==> config.mk <==
export PLATFORM = sky130hd
export DESIGN_NAME = cache_axi_master
export DESIGN_NICKNAME = d
export VERILOG_FILES = /design/src/rtl/cache_axi_pkg.sv /design/src/rtl/cache_axi_perf.sv /design/src/rtl/cache_axi_master.sv
export SDC_FILE = /design/constraint.sdc
export NUM_CORES = 1
export LEC_CHECK = 0
export CAP_MARGIN = 20
export CORE_AREA = 2 2 111 113
export DETAILED_ROUTE_END_ITERATION = 10
export DIE_AREA = 0 0 113 115
export PLACE_DENSITY = 0.79
export SYNTH_ARGS = -nofsm -noshare
export SYNTH_HDL_FRONTEND = slang
export SYNTH_SLANG_ARGS = --single-unit
==> constraint.sdc <==
create_clock -name clk -period 3.6 [get_ports clk]
set_input_delay 0.72 -clock clk [delete_from_list [all_inputs] [get_ports clk]]
set_output_delay 0.72 -clock clk [all_outputs]
set_load 0.005 [all_outputs]
==> src/rtl/cache_axi_pkg.sv <==
// Shared types and constants for the cache-to-AXI4 bridge.
//   state_t        : bridge FSM states
//   AXI_BURST_INCR : AxBURST encoding for incrementing bursts
//   AXI_RESP_OKAY  : xRESP encoding for a good response
//   axi_size()     : AxSIZE encoding for a bus of the given data width
package cache_axi_pkg;

  typedef enum logic [2:0] {
    ST_IDLE = 3'd0,
    ST_AR   = 3'd1,
    ST_R    = 3'd2,
    ST_AW   = 3'd3,
    ST_W    = 3'd4,
    ST_B    = 3'd5,
    ST_DONE = 3'd6
  } state_t;

  localparam logic [1:0] AXI_BURST_INCR = 2'b01;
  localparam logic [1:0] AXI_RESP_OKAY  = 2'b00;

  // AxSIZE is log2 of the number of bytes per beat.
  function automatic logic [2:0] axi_size(input int data_width);
    return 3'($clog2(data_width / 8));
  endfunction

endpackage

==> src/rtl/cache_axi_perf.sv <==
// Performance counters for cache_axi_master (built only with CACHE_AXI_PERF_EN).
//   clk, rst_n       : clock, asynchronous active-low reset
//   clr_i            : synchronous clear of all three counters
//   ar_hs_i, aw_hs_i : one-cycle pulses on AR / AW handshakes
//   stall_i          : current state's valid is high while its partner's ready is low
//   *_o              : 32-bit saturating counts
module cache_axi_perf (
  input  logic        clk,
  input  logic        rst_n,
  input  logic        clr_i,
  input  logic        ar_hs_i,
  input  logic        aw_hs_i,
  input  logic        stall_i,
  output logic [31:0] rd_bursts_o,
  output logic [31:0] wr_bursts_o,
  output logic [31:0] stall_cycles_o
);

  logic [31:0] rd_q, wr_q, stall_q;

  // Counters stick at all-ones instead of wrapping.
  function automatic logic [31:0] sat_inc(input logic [31:0] v, input logic en);
    return (en && v != '1) ? v + 32'd1 : v;
  endfunction

  always_ff @(posedge clk or negedge rst_n) begin
    if (!rst_n) begin
      rd_q    <= '0;
      wr_q    <= '0;
      stall_q <= '0;
    end else if (clr_i) begin
      rd_q    <= '0;
      wr_q    <= '0;
      stall_q <= '0;
    end else begin
      rd_q    <= sat_inc(rd_q, ar_hs_i);
      wr_q    <= sat_inc(wr_q, aw_hs_i);
      stall_q <= sat_inc(stall_q, stall_i);
    end
  end

  assign rd_bursts_o    = rd_q;
  assign wr_bursts_o    = wr_q;
  assign stall_cycles_o = stall_q;

endmodule

==> src/rtl/cache_axi_master.sv <==
// Cache line refill / writeback bridge onto an AXI4 master port.
// One transaction in flight; each request is one INCR burst of LINE_BEATS
// full-width beats. Refill beats stream out on rsp_*, writeback beats are
// taken from wb_*, and done_valid pulses once with done_err at the end.
// Ports:
//   clk, rst_n                         : clock, asynchronous active-low reset
//   req_valid/ready, req_write, req_addr : line request (write=1 writeback)
//   wb_data, wb_strb, wb_valid/ready   : writeback beat stream in
//   rsp_data, rsp_last, rsp_valid/ready: refill beat stream out
//   done_valid, done_err               : completion pulse and error flag
//   m_axi_aw*/w*/b*/ar*/r*             : AXI4 master channels
// Optional feature macro: CACHE_AXI_PERF_EN adds perf_clr and the
// perf_rd_bursts / perf_wr_bursts / perf_stall_cycles counters.
module cache_axi_master
  import cache_axi_pkg::*;
#(
  parameter int DATA_WIDTH = 32,
  parameter int ADDR_WIDTH = 16,
  parameter int ID_WIDTH   = 8,
  parameter int LINE_BEATS = 8,
  parameter int RD_ID      = 0,
  parameter int WR_ID      = 1
) (
  input  logic                    clk,
  input  logic                    rst_n,
  input  logic                    req_valid,
  output logic                    req_ready,
  input  logic                    req_write,
  input  logic [ADDR_WIDTH-1:0]   req_addr,
  input  logic [DATA_WIDTH-1:0]   wb_data,
  input  logic [DATA_WIDTH/8-1:0] wb_strb,
  input  logic                    wb_valid,
  output logic                    wb_ready,
  output logic [DATA_WIDTH-1:0]   rsp_data,
  output logic                    rsp_last,
  output logic                    rsp_valid,
  input  logic                    rsp_ready,
  output logic                    done_valid,
  output logic                    done_err,
  output logic [ID_WIDTH-1:0]     m_axi_awid,
  output logic [ADDR_WIDTH-1:0]   m_axi_awaddr,
  output logic [7:0]              m_axi_awlen,
  output logic [2:0]              m_axi_awsize,
  output logic [1:0]              m_axi_awburst,
  output logic                    m_axi_awlock,
  output logic [3:0]              m_axi_awcache,
  output logic [2:0]              m_axi_awprot,
  output logic                    m_axi_awvalid,
  input  logic                    m_axi_awready,
  output logic [DATA_WIDTH-1:0]   m_axi_wdata,
  output logic [DATA_WIDTH/8-1:0] m_axi_wstrb,
  output logic                    m_axi_wlast,
  output logic                    m_axi_wvalid,
  input  logic                    m_axi_wready,
  input  logic [ID_WIDTH-1:0]     m_axi_bid,
  input  logic [1:0]              m_axi_bresp,
  input  logic                    m_axi_bvalid,
  output logic                    m_axi_bready,
  output logic [ID_WIDTH-1:0]     m_axi_arid,
  output logic [ADDR_WIDTH-1:0]   m_axi_araddr,
  output logic [7:0]              m_axi_arlen,
  output logic [2:0]              m_axi_arsize,
  output logic [1:0]              m_axi_arburst,
  output logic                    m_axi_arlock,
  output logic [3:0]              m_axi_arcache,
  output logic [2:0]              m_axi_arprot,
  output logic                    m_axi_arvalid,
  input  logic                    m_axi_arready,
  input  logic [ID_WIDTH-1:0]     m_axi_rid,
  input  logic [DATA_WIDTH-1:0]   m_axi_rdata,
  input  logic [1:0]              m_axi_rresp,
  input  logic                    m_axi_rlast,
  input  logic                    m_axi_rvalid,
  output logic                    m_axi_rready
`ifdef CACHE_AXI_PERF_EN
  ,
  input  logic                    perf_clr,
  output logic [31:0]             perf_rd_bursts,
  output logic [31:0]             perf_wr_bursts,
  output logic [31:0]             perf_stall_cycles
`endif
);

  localparam int STRB_W = DATA_WIDTH / 8;
  localparam int CW     = $clog2(LINE_BEATS) + 1;
  localparam int OFF    = $clog2(LINE_BEATS * STRB_W);
  localparam logic [CW-1:0]         LAST_CNT   = CW'(LINE_BEATS - 1);
  localparam logic [7:0]            AXI_LEN    = 8'(LINE_BEATS - 1);
  localparam logic [ADDR_WIDTH-1:0] ALIGN_MASK = {ADDR_WIDTH{1'b1}} << OFF;
  localparam logic [ID_WIDTH-1:0]   RID        = ID_WIDTH'(RD_ID);
  localparam logic [ID_WIDTH-1:0]   WID        = ID_WIDTH'(WR_ID);

  state_t                  state_q, state_d;
  logic [ADDR_WIDTH-1:0]   addr_q, addr_d;
  logic [CW-1:0]           cnt_q, cnt_d;
  logic                    err_q, err_d;
  logic                    req_ready_q;
  logic [DATA_WIDTH-1:0]   rdata_hold_q, wdata_hold_q;
  logic [STRB_W-1:0]       wstrb_hold_q;

  logic beat_last, in_r, in_w;
  assign beat_last = (cnt_q == LAST_CNT);
  assign in_r      = (state_q == ST_R);
  assign in_w      = (state_q == ST_W);

  always_comb begin
    // NOTE: every next-state signal gets its hold value first so that no
    // branch of the case below can leave it unassigned and infer a latch.
    state_d = state_q;
    addr_d  = addr_q;
    cnt_d   = cnt_q;
    err_d   = err_q;
    unique case (state_q)
      ST_IDLE: if (req_valid && req_ready_q) begin
        addr_d  = req_addr & ALIGN_MASK;
        cnt_d   = '0;
        err_d   = 1'b0;
        state_d = req_write ? ST_AW : ST_AR;
      end
      ST_AR: if (m_axi_arready) state_d = ST_R;
      ST_AW: if (m_axi_awready) state_d = ST_W;
      ST_R: if (m_axi_rvalid && rsp_ready) begin
        cnt_d = cnt_q + CW'(1);
        // rlast must agree with our own count; any disagreement is an error
        // but the burst is still drained to LINE_BEATS beats.
        if ((m_axi_rlast != beat_last) || (m_axi_rresp != AXI_RESP_OKAY) ||
            (m_axi_rid != RID))
          err_d = 1'b1;
        if (beat_last) state_d = ST_DONE;
      end
      ST_W: if (wb_valid && m_axi_wready) begin
        cnt_d = cnt_q + CW'(1);
        if (beat_last) state_d = ST_B;
      end
      ST_B: if (m_axi_bvalid) begin
        if ((m_axi_bresp != AXI_RESP_OKAY) || (m_axi_bid != WID)) err_d = 1'b1;
        state_d = ST_DONE;
      end
      ST_DONE: begin
        err_d   = 1'b0;
        state_d = ST_IDLE;
      end
      default: state_d = ST_IDLE;
    endcase
  end

  always_ff @(posedge clk or negedge rst_n) begin
    if (!rst_n) begin
      state_q      <= ST_IDLE;
      addr_q       <= '0;
      cnt_q        <= '0;
      err_q        <= 1'b0;
      req_ready_q  <= 1'b0;
      // NOTE: the hold registers are plain flops, not a RAM, so resetting
      // them is free and keeps the data outputs defined straight out of reset.
      rdata_hold_q <= '0;
      wdata_hold_q <= '0;
      wstrb_hold_q <= '0;
    end else begin
      // NOTE: non-blocking so every register samples pre-edge values.
      state_q     <= state_d;
      addr_q      <= addr_d;
      cnt_q       <= cnt_d;
      err_q       <= err_d;
      // Registered so req_ready only rises on the first edge after reset.
      req_ready_q <= (state_d == ST_IDLE);
      if (in_r) rdata_hold_q <= m_axi_rdata;
      if (in_w) begin
        wdata_hold_q <= wb_data;
        wstrb_hold_q <= wb_strb;
      end
    end
  end

  assign req_ready  = req_ready_q;
  assign done_valid = (state_q == ST_DONE);
  assign done_err   = (state_q == ST_DONE) && err_q;

  // Read address channel
  assign m_axi_arid    = RID;
  assign m_axi_araddr  = addr_q;
  assign m_axi_arlen   = AXI_LEN;
  assign m_axi_arsize  = axi_size(DATA_WIDTH);
  assign m_axi_arburst = AXI_BURST_INCR;
  assign m_axi_arlock  = 1'b0;
  assign m_axi_arcache = 4'b0000;
  assign m_axi_arprot  = 3'b000;
  assign m_axi_arvalid = (state_q == ST_AR);

  // Read data passes straight through to the cache while in R.
  assign rsp_valid    = in_r && m_axi_rvalid;
  assign m_axi_rready = in_r && rsp_ready;
  assign rsp_data     = in_r ? m_axi_rdata : rdata_hold_q;
  assign rsp_last     = in_r && beat_last;

  // Write address channel
  assign m_axi_awid    = WID;
  assign m_axi_awaddr  = addr_q;
  assign m_axi_awlen   = AXI_LEN;
  assign m_axi_awsize  = axi_size(DATA_WIDTH);
  assign m_axi_awburst = AXI_BURST_INCR;
  assign m_axi_awlock  = 1'b0;
  assign m_axi_awcache = 4'b0000;
  assign m_axi_awprot  = 3'b000;
  assign m_axi_awvalid = (state_q == ST_AW);

  // Writeback data passes straight through while in W; wlast follows our count.
  assign m_axi_wvalid = in_w && wb_valid;
  assign wb_ready     = in_w && m_axi_wready;
  assign m_axi_wdata  = in_w ? wb_data : wdata_hold_q;
  assign m_axi_wstrb  = in_w ? wb_strb : wstrb_hold_q;
  assign m_axi_wlast  = in_w && beat_last;

  assign m_axi_bready = (state_q == ST_B);

`ifdef CACHE_AXI_PERF_EN
  logic perf_stall;
  // bready is always high in B, so B can never stall from our side.
  assign perf_stall = (m_axi_arvalid && !m_axi_arready) ||
                      (m_axi_awvalid && !m_axi_awready) ||
                      (in_r && m_axi_rvalid && !rsp_ready) ||
                      (in_w && wb_valid && !m_axi_wready);

  cache_axi_perf u_perf (
    .clk            (clk),
    .rst_n          (rst_n),
    .clr_i          (perf_clr),
    .ar_hs_i        (m_axi_arvalid && m_axi_arready),
    .aw_hs_i        (m_axi_awvalid && m_axi_awready),
    .stall_i        (perf_stall),
    .rd_bursts_o    (perf_rd_bursts),
    .wr_bursts_o    (perf_wr_bursts),
    .stall_cycles_o (perf_stall_cycles)
  );
`endif

endmodule
# == Word level (Yosys, flattened, before mapping) ==
# Index checks and enable logic that the tools add are counted.
# word_totals
reg_bits,88
in_bits,116
output_inout_bits,170
elab_cells,70
# op_classes
n_addsub,1
eq_ne,15
mux,23
n_reduce_logical,23
# op_table
cell,count
32-bit 2-to-1 mux,2
3-bit 2-to-1 mux,8
3-bit case mux with 6 select lines,1
4-bit 2-to-1 mux,4
4-bit case mux with 3 select lines,1
1-bit logical AND,10
3-bit equality test (second input constant),3
2-bit by 1-bit inequality test with 1-bit output (second input constant),4
8-bit by 1-bit inequality test with 1-bit output (second input constant),1
8-bit nonzero test,1
3-bit by 2-bit equality test with 1-bit output (second input constant),2
3-bit logical NOT,2
6-bit AND reduction,1
1-bit 2-to-1 mux,5
4-bit by 1-bit adder with 4-bit output (second input constant),1
4-bit by 3-bit equality test with 1-bit output (second input constant),1
2-bit inequality test (second input constant),2
1-bit case mux with 4 select lines,1
4-bit AND reduction,1
2-bit nonzero test,2
4-bit nonzero test,1
3-bit by 1-bit equality test with 1-bit output (second input constant),1
1-bit logical OR,3
3-bit nonzero test,1
3 further kinds,3

# == Depth between registers and ports, before layout ==
# Gate-level depths: netlist (run 1).
# depth
word_depth,7
depth_mapped,5
mapped_depth_nobuf,5

# == Worst setup path before layout (run 1) ==
# Ideal clock, no wire load.
# synth_path
path_type,register to output
start,reg state_q[1]
end,out m_axi_wdata[21]
arrival_time_ns,1.440
required_time_ns,2.880
slack_ns,1.440
stages_incl_launch_ff,5
n_path_buf,2
path_cell_list,dfrtp_1 > buf_2 > nor3_4 > buf_6 > mux2_1
# synth_via
elab_chain_cells,2
# synth_lines
item,line_no,rtl
start: declaration,cache_axi_master.sv:93,"state_t state_q, state_d;"
start signal: assignment,cache_axi_master.sv:161,state_q <= state_d;
3-bit equality test,cache_axi_master.sv:104,assign in_w = (state_q == ST_W);
32-bit 2-to-1 mux,-,
end: declaration,cache_axi_master.sv:50,"output logic [DATA_WIDTH-1:0] m_axi_wdata,"
# No other way between the ends.

# == Final worst setup path (run 1) ==
# layout_path
start,reg state_q[2]
end,out m_axi_wdata[20]
# Same word-level chain as after synthesis.

==> results of run 1 <==
power by group through the flow:
| stage | Combinational (mW) | Sequential (mW) | Clock [mW] |
|---|---|---|---|
| after global placement | 2.67 | 1.68 | 0 |
| after floorplan | 1.31 | 1.62 | 0 |
| after global routing | 2.90 | 1.75 | 1.15 |
| final | 2.69 | 1.69 | 1.07 |
| after detailed placement | 2.70 | 1.72 | 0 |
| after CTS | 2.73 | 1.70 | 1.10 |
cells by family (layout without fill, tap and decap cells):
family | after synthesis | in the layout | share of synthesized area (%)
adder cells (fa/ha/maj) | 1 | 1 | 0.294
AND/OR/NAND/NOR | 43 | 43 | 6.33
XOR/XNOR | 1 | 1 | 0.206
flip-flops | 88 | 88 | 51.8
AO/OA/AOI/OAI | 20 | 20 | 3.53
other | 2 | 69 | 0.177
multiplexers | 81 | 81 | 21.4
buffers and inverters | 95 | 237 | 16.2
flip-flops by register name, summed over array words and instances, names as in the netlist:
name and count:
rdata_hold_q 32, cnt_q 4, m_axi_araddr 11, err_q 1, wdata_hold_q 32, req_ready 1
wstrb_hold_q 4, state_q 3
cell usage in the layout (no fill, tap or decap), drive strengths merged, types with 3 or more instances in the layout:
master         instances
clkbuf                11
nand2b                 6
and3                   4
inv                    5
o21ai                  6
buf                    5
bufinv                 3
nor2                   5
mux2                  79
clkdlybuf4s50        211
nand2                  6
nand3                  3
conb                  68
and2                   4
dfrtp                 88
o221ai                 3
critical path: stages, from the launching register on:
cell and delay, ns:
dfrtp_1 0.61, inv_2 0.12, nor3_4 0.15, buf_4 0.43, mux2_2 0.41, clkdlybuf4s50_1 0.48
worst min-delay path by stage:
stage	from	to	slack, ns	depth (start not counted)
final	rst_n	rdata_hold_q[11]	0.47	1
after global routing	wdata_hold_q[24]	wdata_hold_q[24]	0.50	1
after CTS	rst_n	rdata_hold_q[6]	0.49	1
after detailed placement	wdata_hold_q[24]	wdata_hold_q[24]	0.47	1
after global placement	wdata_hold_q[25]	wdata_hold_q[25]	0.47	1
after floorplan	rst_n	cnt_q[0]	0.42	0
cell type report:
class,instances,area share (%)
inverter,5,0.288
multi-input combinational,214,24.7
antenna,1,0.0384
timing repair buffer,216,33.0
tap,147,2.82
sequential,88,33.8
clock inverter,5,1.59
clock buffer,11,3.73
layer usage:
metal / wire length (um) / GRT usage, %
met1: 3690 / 16.9
met2: 5540 / 27.7
met3: 1230 / 7.33
met4: 152 / 5.20
met5: 0 / 0
==> results.md, run 1 <==
* Fin. Hold Viols at 0
* Initial Util at 36.0%
* Failing checks: design-rule violations
* Setup TNS Final at 0 ns
* First-pass GRT wire length at 16000 um
* Initial antenna violation count at 1
* Worst setup SP type: flop
* Gr ovfl total at 0
* Cell count after placement at 670
* Final instance area at 6510 um^2
* Setup ws final at 0.347 ns
* WL final at 10600 um
* Area grow syn2layout at 53.3%
* Worst Setup End Kind: output pin
* Switching power at 1.53 mW
* Leading area contributor after synthesis: dfrtp_1
* Post-synth cell types at 43
* Critical Path RT at 2.88 ns
* Port Buffers at 212
* Total GRT Usage at 15.8%
* Number of synthesized flops with an enable pin at 0
* Cells after synthesis at 331
* Final period util at 90.4%
* Warning count from the yosys run at 0
* LEAKAGE at 2.78 nW
* Clk sinks at 88
* Placed cell area at 6160 um^2
* CTS resizes at 0
* Outcome: finished with violations
* RSZ-0062 raised after global routing: false
* Top post-synthesis cells by area: dfrtp_1, mux2_2, buf_4
* Max IR drop VDD at 0.461 mV
* Net Sw Frac at 28.1%
* Via-per-instance ratio at 4.47
* Post-CTS setup buffers at 0
* Layout cells sized above 1 at 17.1%
* Iter 0 DRT Violations at 119
* Worst slew pin tran at 0.776 ns
* Final Power at 5.45 mW
* DIE WIDTH at 113 um
* Mean Syn Cell Area at 12.8 um^2
* Die ar. at 13000 um^2
* Pre-CTS setup slack at 0.686 ns
* CP Max Fanout at 36
* Period minus WS final at 3.25 ns
* Critical path class: flop to output pin
* Row cnt at 40
* Internal Pwr Total at 3.92 mW
* Io pins at 286
* Area fraction of the dominant cell type after synthesis at 51.8%
* Total CTS buffers at 9
* Multi-input logic area at 1610 um^2
* Commonest cells in the netlist: dfrtp_1, buf_4, mux2_2
* R2R Path End: err_q
* RR Startpoint: state_q[1]
* CTS tree: built
* Final Non-Filler Cells at 687
* Largest net degree at the start of global routing at 62
* Cts hold-fix bufs at 0
* Final core utilization at 55.1%
* Core Region at 11800 um^2
* Sequential cell area at 2200 um^2
* CTS Root Cell: clkbuf_16
* Worst EP arrival at 2.53 ns
* DRC at 40
* Async S/R FF share, synth at 100%
* Clock Tree Buf Depth at 2
* Iteration count of the initial detailed-routing pass at 8
* Vias post-DR at 3069
* # setup viols final at 0
* Slew Limit Fails at 0
* Sequential fraction of the synthesis area at 51.8%
* Fin nets at 651
* Share of power burned in registers at 31.1%
* GP Congestion at 0.827
* Mapped cell area at 4250 um^2
* WHS at 0.466 ns
* Routed wire length per instance at 15.5 um
* Clk Latency, worst-skew pair at 0.33 ns
* Fmax at 307 MHz
* DIE HEIGHT at 115 um
* Register-to-Register Setup Slack at 1.66 ns
* Comb pwr share at 49.3%
* Most frequent cell after synthesis: dfrtp_1
* Pwr per Cell Area at 837 nW/um^2
* Fill cells at 986
* Clock group share of total power at 19.6%
* Crit path to: m_axi_wdata[20]
* Max Cap Viol at 0
* Hold Crit Class: input port to async pin
* Yosys reg bits at 88
* ANT nets after route at 0
* Skew final at 0.00611 ns
* Vias in the first global route at 3159
* FF-to-FF path depth at 5
* Top FF cell, synth: dfrtp_1
* H-tree Lvls at 3
* Worst-path clk slew at 0.06 ns
* Slew Limit Headroom at 48.3%
* Worst setup path start: state_q[2]
* HPWL Detailed at 8210 um
Power figures use the tool's default switching activity.
==> inputs of run 2 (changes only) <==
SKIP_LAST_GASP = 1   (was default)
==> results of run 2 <==
The final DEF is identical to that of run 1; final timing and power are the same.
